File: config.mk
export PLATFORM = sky130hd
export DESIGN_NAME = ccsds123_ctrl
export DESIGN_NICKNAME = d
export VERILOG_FILES = /design/src/rtl/ccsds123_ctrl.sv
export SDC_FILE = /design/constraint.sdc
export NUM_CORES = 1
export LEC_CHECK = 0
export ABC_AREA = 1
export BUFFER_PORTS_ARGS = -buffer_cell sky130_fd_sc_hd__buf_2
export CAP_MARGIN = 20
export CORE_MARGIN = 3
export CORE_UTILIZATION = 25
export CTS_CLUSTER_DIAMETER = 80
export DETAILED_ROUTE_END_ITERATION = 8
export GPL_TIMING_DRIVEN = 1
export HOLD_SLACK_MARGIN = 0.1
export PLACE_DENSITY = 0.56
export SYNTH_ARGS = -nofsm -noshare
export SYNTH_HDL_FRONTEND = slang
export SYNTH_SLANG_ARGS = --single-unit
File: constraint.sdc
create_clock -name clk -period 2.9 [get_ports clk]
set_input_delay 0.435 -clock clk [delete_from_list [all_inputs] [get_ports clk]]
set_output_delay 0.435 -clock clk [all_outputs]
set_load 0.02 [all_outputs]
File: src/rtl/ccsds123_ctrl.sv
// Input sequencer for the CCSDS-123 predictor: tracks BIP coordinates, tags each
// sample with context flags through a one-stage slice, and drains the pipe at end of image.
module ccsds123_ctrl #(
    parameter int D          = 16,
    parameter int NX         = 4,
    parameter int NY         = 4,
    parameter int NZ         = 16,
    parameter int PIPE_DEPTH = 8,
    localparam int XW = (NX > 1) ? $clog2(NX) : 1,
    localparam int YW = (NY > 1) ? $clog2(NY) : 1,
    localparam int ZW = (NZ > 1) ? $clog2(NZ) : 1,
    localparam int DW = $clog2(PIPE_DEPTH + 1)
) (
    input  logic          clk,
    input  logic          aresetn,
    input  logic [D-1:0]  s_axis_tdata,
    input  logic          s_axis_tvalid,
    output logic          s_axis_tready,
    output logic [D-1:0]  m_tdata,
    output logic          m_tvalid,
    input  logic          m_tready,
    output logic [ZW-1:0] m_z,
    output logic          m_first_line,
    output logic          m_first_in_line,
    output logic          m_last_in_line,
    output logic          m_first_band,
    output logic          m_last,
    output logic          busy,
    output logic          frame_done,
    output logic [1:0]    dbg_state
);

    // Handshake: a transfer happens on a rising edge where valid and ready are
    // both high; valid never waits on ready, and a raised valid holds its data.
    typedef enum logic [1:0] {RUN, HOLD, DRAIN, DONE} state_t;

    state_t        state, state_nxt;
    logic [DW-1:0] drain_cnt, drain_nxt;
    logic [XW-1:0] x;
    logic [YW-1:0] y;
    logic [ZW-1:0] z;
    logic          accept;
    logic          x_max, y_max, z_max;

    assign x_max  = (x == XW'(NX - 1));
    assign y_max  = (y == YW'(NY - 1));
    assign z_max  = (z == ZW'(NZ - 1));

    assign s_axis_tready = (state == RUN) && (!m_tvalid || m_tready);
    assign accept        = s_axis_tvalid && s_axis_tready;
    assign busy          = (state != RUN) || m_tvalid;
    assign frame_done    = (state == DONE);
    assign dbg_state     = state;

    // BIP order: z fastest, then x, then y; everything wraps to 0 on the last sample.
    always_ff @(posedge clk or negedge aresetn) begin
        if (!aresetn) begin
            x <= '0;
            y <= '0;
            z <= '0;
        end else if (accept) begin
            if (z_max) begin
                z <= '0;
                if (x_max) begin
                    x <= '0;
                    y <= y_max ? '0 : y + 1'b1;
                end else begin
                    x <= x + 1'b1;
                end
            end else begin
                z <= z + 1'b1;
            end
        end
    end

    always_ff @(posedge clk or negedge aresetn) begin
        if (!aresetn) begin
            m_tvalid        <= 1'b0;
            m_tdata         <= '0;
            m_z             <= '0;
            m_first_line    <= 1'b0;
            m_first_in_line <= 1'b0;
            m_last_in_line  <= 1'b0;
            m_first_band    <= 1'b0;
            m_last          <= 1'b0;
        end else if (accept) begin
            m_tvalid        <= 1'b1;
            m_tdata         <= s_axis_tdata;
            m_z             <= z;
            m_first_line    <= (y == '0);
            m_first_in_line <= (x == '0);
            m_last_in_line  <= x_max;
            m_first_band    <= (z == '0);
            m_last          <= x_max && y_max && z_max;
        end else if (m_tready) begin
            m_tvalid <= 1'b0;
        end
    end

    always_ff @(posedge clk or negedge aresetn) begin
        if (!aresetn) begin
            state     <= RUN;
            drain_cnt <= '0;
        end else begin
            state     <= state_nxt;
            drain_cnt <= drain_nxt;
        end
    end

    // Drain wait is purely time-based once the last sample has left the slice.
    always_comb begin
        state_nxt = state;
        drain_nxt = drain_cnt;
        case (state)
            RUN: begin
                if (accept && x_max && y_max && z_max)
                    state_nxt = HOLD;
            end
            HOLD: begin
                if (m_tvalid && m_tready) begin
                    state_nxt = DRAIN;
                    drain_nxt = '0;
                end
            end
            DRAIN: begin
                drain_nxt = drain_cnt + 1'b1;
                if (drain_cnt == DW'(PIPE_DEPTH - 1))
                    state_nxt = DONE;
            end
            DONE: begin
                state_nxt = RUN;
                drain_nxt = '0;
            end
            default: state_nxt = RUN;
        endcase
    end

endmodule
### Word level (Yosys, flattened, before mapping)

Cells that the tools add are included.

* bits in registers: 40
* bits in latches: 0
* memory bits (writable): 0
* bits in read-only memories: 0
* output and inout port bits: 31
* memories: 0

* add/sub/neg operators: 4
* multiply operators: 0
* divide/modulo/power cells: 0
* order comparisons: 0
* equal/unequal tests: 10
* shift operators: 0
* mux-type cells: 11
* bitwise operators: 0
* reductions and logical operators: 22

Operators by type and width (count)
* $pmux W4 S3: 1
* $mux W2: 5
* $add A4 B1 Y4 const B: 2
* $eq A2 B2 Y1 const B: 4
* $logic_and A1 B1 Y1: 8
* $mux W4: 2
* $pmux W2 S4: 1
* $logic_not A2 Y1: 3
* $reduce_and A3 Y1: 2
* $add A2 B1 Y2 const B: 2
* $eq A4 B3 Y1 const B: 1
* $eq A4 B4 Y1 const B: 1
* $logic_not A4 Y1: 1
* $ne A2 B2 Y1 const B: 2
* $reduce_and A2 Y1: 2
* $reduce_bool A2 Y1: 2
* $reduce_bool A3 Y1: 1
* $eq A2 B1 Y1 const B: 1
* $logic_or A1 B1 Y1: 2
* $mux W1: 2
* $ne A2 B1 Y1 const B: 1
* $logic_not A1 Y1: 1

### Depth between registers and ports, before layout

* word-level depth: 9
* gate-level depth with buffers: 9
* mapped depth without buffers: 9

### Worst setup path before layout

Ideal clock, no wire load.

* kind: reg-to-reg
* start: reg state[0] (netlist: dbg_state[0])
* end: reg state[0] (netlist: dbg_state[0])
* setup time: 118 ps
* arrival: 1432 ps
* path slack: 1350 ps
* stages on the path, launching flop included: 10
* cells stage by stage: dfrtp_1 > inv_1 > ha_1 > nand3_4 > nor2_4 > nand3_2 > nand2_2 > nand2_2 > nand2_1 > nand2_1

* word-level cells in the longest chain between the ends: 8
* elaborated cells between the ends (all ways): 14
* classes of those cells: 6 x eq/ne; 1 x mux; 7 x reduce/logical

Ends and longest elaborated chain
* start, declared: RTL line 37 `state_t state, state_nxt;`
* start signal, assigned: RTL line 105 `state <= state_nxt;`
* $logic_not A2 Y1: RTL line 49, 114
* $logic_and A1 B1 Y1: RTL line 49 `assign s_axis_tready = (state == RUN) && (!m_tvalid || m_tready);`
* $logic_and A1 B1 Y1: RTL line 50 `assign accept = s_axis_tvalid && s_axis_tready;`
* $logic_and A1 B1 Y1 (3 in series): RTL line 116 `if (accept && x_max && y_max && z_max)`
* $ne A2 B1 Y1 (no line)
* $reduce_and A3 Y1 (no line)

Several ways; a longest one is shown, not always the timed one.
A chain may end at the register's enable or synchronous reset.

### Worst setup path after layout

* start: reg state[0] (netlist: dbg_state[0])
* end: out s_axis_tready

* word-level cells in the longest chain between the ends: 2

Ends and longest elaborated chain
* $logic_not A2 Y1: RTL line 49
* $logic_and A1 B1 Y1: RTL line 49
* end, declared: RTL line 18 `output logic s_axis_tready,`

No other way between the ends.

==> flow_metrics.env <==
export IMPL_antenna_found_initial=0
export IMPL_syn_inst=200
export IMPL_finalWorstSetupSlack_ns=1.03
export IMPL_root_buffer="clkbuf_8"
export IMPL_drt_iter0_markers=59
export IMPL_grt_pass1_wl_um=6750
export IMPL_ys_seq_area_share_pct=55.6
export IMPL_clock_skew_ns=0.00426
export IMPL_cts_htree_levels=2
export IMPL_cp_required_ns=2.47
export IMPL_min_period_ns=1.87
export IMPL_synthDistinctLibCells=21
export IMPL_cts_clk_slew_worst_paths_ns=0.07
export IMPL_drv_slew=0
export IMPL_grt_max_degree=41
export IMPL_core_mm2=0.00687
export IMPL_max_stage_delay_ns=0.43
export IMPL_maxCapViolCount=0
export IMPL_critPathMaxFanout=5
export IMPL_synth_top_flop_cell="dfrtp_1"
export IMPL_grt_setup_unrepaired="false"
export IMPL_post_cts_setup_buffers=0
export IMPL_avgSynthCellArea_um2=9.00
export IMPL_synth_most_common_cell="nand2_1"
export IMPL_vias=1409
export IMPL_p_switching_mw=1.11
export IMPL_total_power_mw=2.51
export IMPL_finalCritPeriodShare_pct=64.5
export IMPL_vdd_drop_max_mv=0.448
export IMPL_grt_pass1_vias=1463
export IMPL_r2r_cells=8
export IMPL_io_pins=51
export IMPL_arrival_ns=1.43
export IMPL_status="finished, final reports clean"
export IMPL_cts_resized_gates=0
export IMPL_synth_edff_count=0
export IMPL_place_port_buffers=50
export IMPL_cts_tree="built"
export IMPL_cellLeakagePower_nw=1.23
export IMPL_place_gp_congestion=0.760
export IMPL_drt_vias_per_instance=4.04
export IMPL_die_h_um=90.8
export IMPL_path_class="reg -> out"
export IMPL_routed_wl_um=3770
export IMPL_ys_warnings_count=0
export IMPL_drtPass1Iterations=4
export IMPL_critPathCaptureType="output pin"
export IMPL_setup_violations=0
export IMPL_grt_usage_pct=10.1
export IMPL_combPwrFrac_pct=45.2
export IMPL_synthTopCellsByArea="dfrtp_1, nand2_1, ha_1, o21ai_0, inv_1"
export IMPL_syn_to_final_growth_pct=25.1
export IMPL_numCtsBuffers=5
export IMPL_drive_gt1_share_pct=25.7
export IMPL_finalHoldViolCount=0
export IMPL_path_cells="inv_1 -> ha_1 -> and2_1 -> buf_2"
export IMPL_place_hpwl_um=2660
export IMPL_drc=0
export IMPL_cts_sinks=40
export IMPL_crit_slowest_cell="dfrtp_1"
export IMPL_tightestPinTransition_ns=0.902
export IMPL_nNetsFinal=285
export IMPL_wl_per_cell_um=10.8
export IMPL_insertion_delay_ns=0.29
export IMPL_finalSetupTns_ns=0
export IMPL_postRouteAntennaNets=0
export IMPL_num_rows=30
export IMPL_max_freq_mhz=535
export IMPL_gr_total_overflow=0
export IMPL_layout_cells_non_filler=349
export IMPL_startpoint_type="flop"
export IMPL_synth_top_cells_by_count="nand2_1, dfrtp_1, inv_1"
export IMPL_synth_top_area_share_pct=55.6
export IMPL_initial_core_util_pct=26.2
export IMPL_hold_path_class="in -> async"
export IMPL_pre_cts_slack_ns=1.12
export IMPL_ys_seq_elements=40
export IMPL_placedCellCount=342
export IMPL_power_internal_mw=1.40
export IMPL_clkPwrFrac_pct=16.0
export IMPL_synth_nets=232
export IMPL_synth_area_leader_cell="dfrtp_1"
export IMPL_ys_async_sr_fraction_pct=100
export IMPL_power_per_cell_area_mw_per_mm2=1120
export IMPL_dieArea_mm2=0.00825
export IMPL_timing_max_slew_rel_slack_pct=39.8
export IMPL_power_frac_seq_pct=38.9
export IMPL_postCtsHoldBufs=0
export IMPL_switching_share_pct=44.2
export IMPL_fp_dieW_um=90.8
export IMPL_clock_path_buffers=2
export IMPL_n_antenna_cell=0
export IMPL_timing_hold_ws_ns=0.264
export IMPL_synth_area_mm2=0.00180
## metrics by stage
stage | cell area [µm²] | util [%]
2_1_floorplan | 1800 | -
3_3_place_gp | 2150 | 31.4
3_5_place_dp | 2150 | 31.4
4_1_cts | 2250 | 32.8
5_1_grt | 2250 | 32.8
6_report | 2250 | 32.8
## cell type report
cell class,count,area [µm²]
clock buffers,7,96.3
fillers,717,4620
inverters,18,67.6
multi-input cells,137,708
flip-flops and latches,40,1000
well taps,96,120
repair buffers,51,258
## routing by layer
metal	vias up	GRT usage [%]	routed length (µm)	part of all wire (%)
li1	724	-	-	-
met1	636	12.9	1790	48
met2	45	15.8	1670	44
met3	4	3.92	267	7.1
met4	0	2.64	36	0.96
met5	-	0	0	0
## placed cells by master (no fill, tap or decap)
master	netlist	layout
a21oi_1	4	4
nand2_1	81	81
inv_2	2	2
nand2_2	2	2
nor2_1	7	7
xor2_1	2	2
nand3_4	1	1
o21a_1	1	1
dfrtp_1	40	40
buf_4	0	1
clkbuf_8	0	7
o21ai_0	14	14
a31oi_1	1	1
nand4_1	1	1
nand3_2	1	1
nor2_4	1	1
ha_1	12	12
buf_2	3	50
inv_1	16	16
and2_1	1	1
nand3_1	7	7
o31ai_1	1	1
## critical path, delay by kind of cell, from the launching register on
family	cells	cell delay, ns
AND/OR/NAND/NOR	1	0.15
adder cells (fa/ha/maj)	1	0.28
flip-flops	1	0.43
buffers and inverters	2	0.29
## sequential cells by signal (all words and copies together), names as in the netlist
register	flops
z	4
m_first_line	1
m_tvalid	1
dbg_state	2
m_first_in_line	1
y	2
m_last_in_line	1
drain_cnt	4
m_last	1
m_tdata	16
m_first_band	1
m_z	4
x	2
## logic make-up after synthesis
| kind of cell | count (synthesis) | share of synthesized area (%) |
|---|---|---|
| AND/OR/NAND/NOR | 102 | 23.9 |
| flip-flops | 40 | 55.6 |
| buffers and inverters | 23 | 5.01 |
| AO/OA/AOI/OAI | 21 | 6.19 |
| adder cells (fa/ha/maj) | 12 | 8.34 |
| XOR/XNOR | 2 | 0.974 |
## worst paths after layout
check,startpoint,to,slack (ns)
worst min register to register,m_tdata[6]$_DFFE_PN0P_,m_tdata[6]$_DFFE_PN0P_,0.48
worst max-delay path,dbg_state[0]$_DFFE_PN0P_,s_axis_tready,1.03
worst min-delay path,aresetn,m_tvalid$_DFFE_PN0P_,0.26
worst max register to register,dbg_state[0]$_DFFE_PN0P_,z[3]$_DFFE_PN0P_,1.12
min in group clk,s_axis_tdata[6],m_tdata[6]$_DFFE_PN0P_,0.33
max in group asynchronous,aresetn,m_z[3]$_DFFE_PN0P_,2.07
## power groups by stage
| stage | clock network, mW | registers [mW] | logic, mW |
|---|---|---|---|
| final | 0.401 | 0.977 | 1.14 |
| after global routing | 0.436 | 1.02 | 1.30 |
| after CTS | 0.412 | 0.980 | 1.16 |
| after detailed placement | 0 | 0.987 | 1.15 |
| after global placement | 0 | 0.982 | 1.15 |
| after floorplan | 0 | 1.18 | 0.582 |
(Power assumes the default switching activity.)
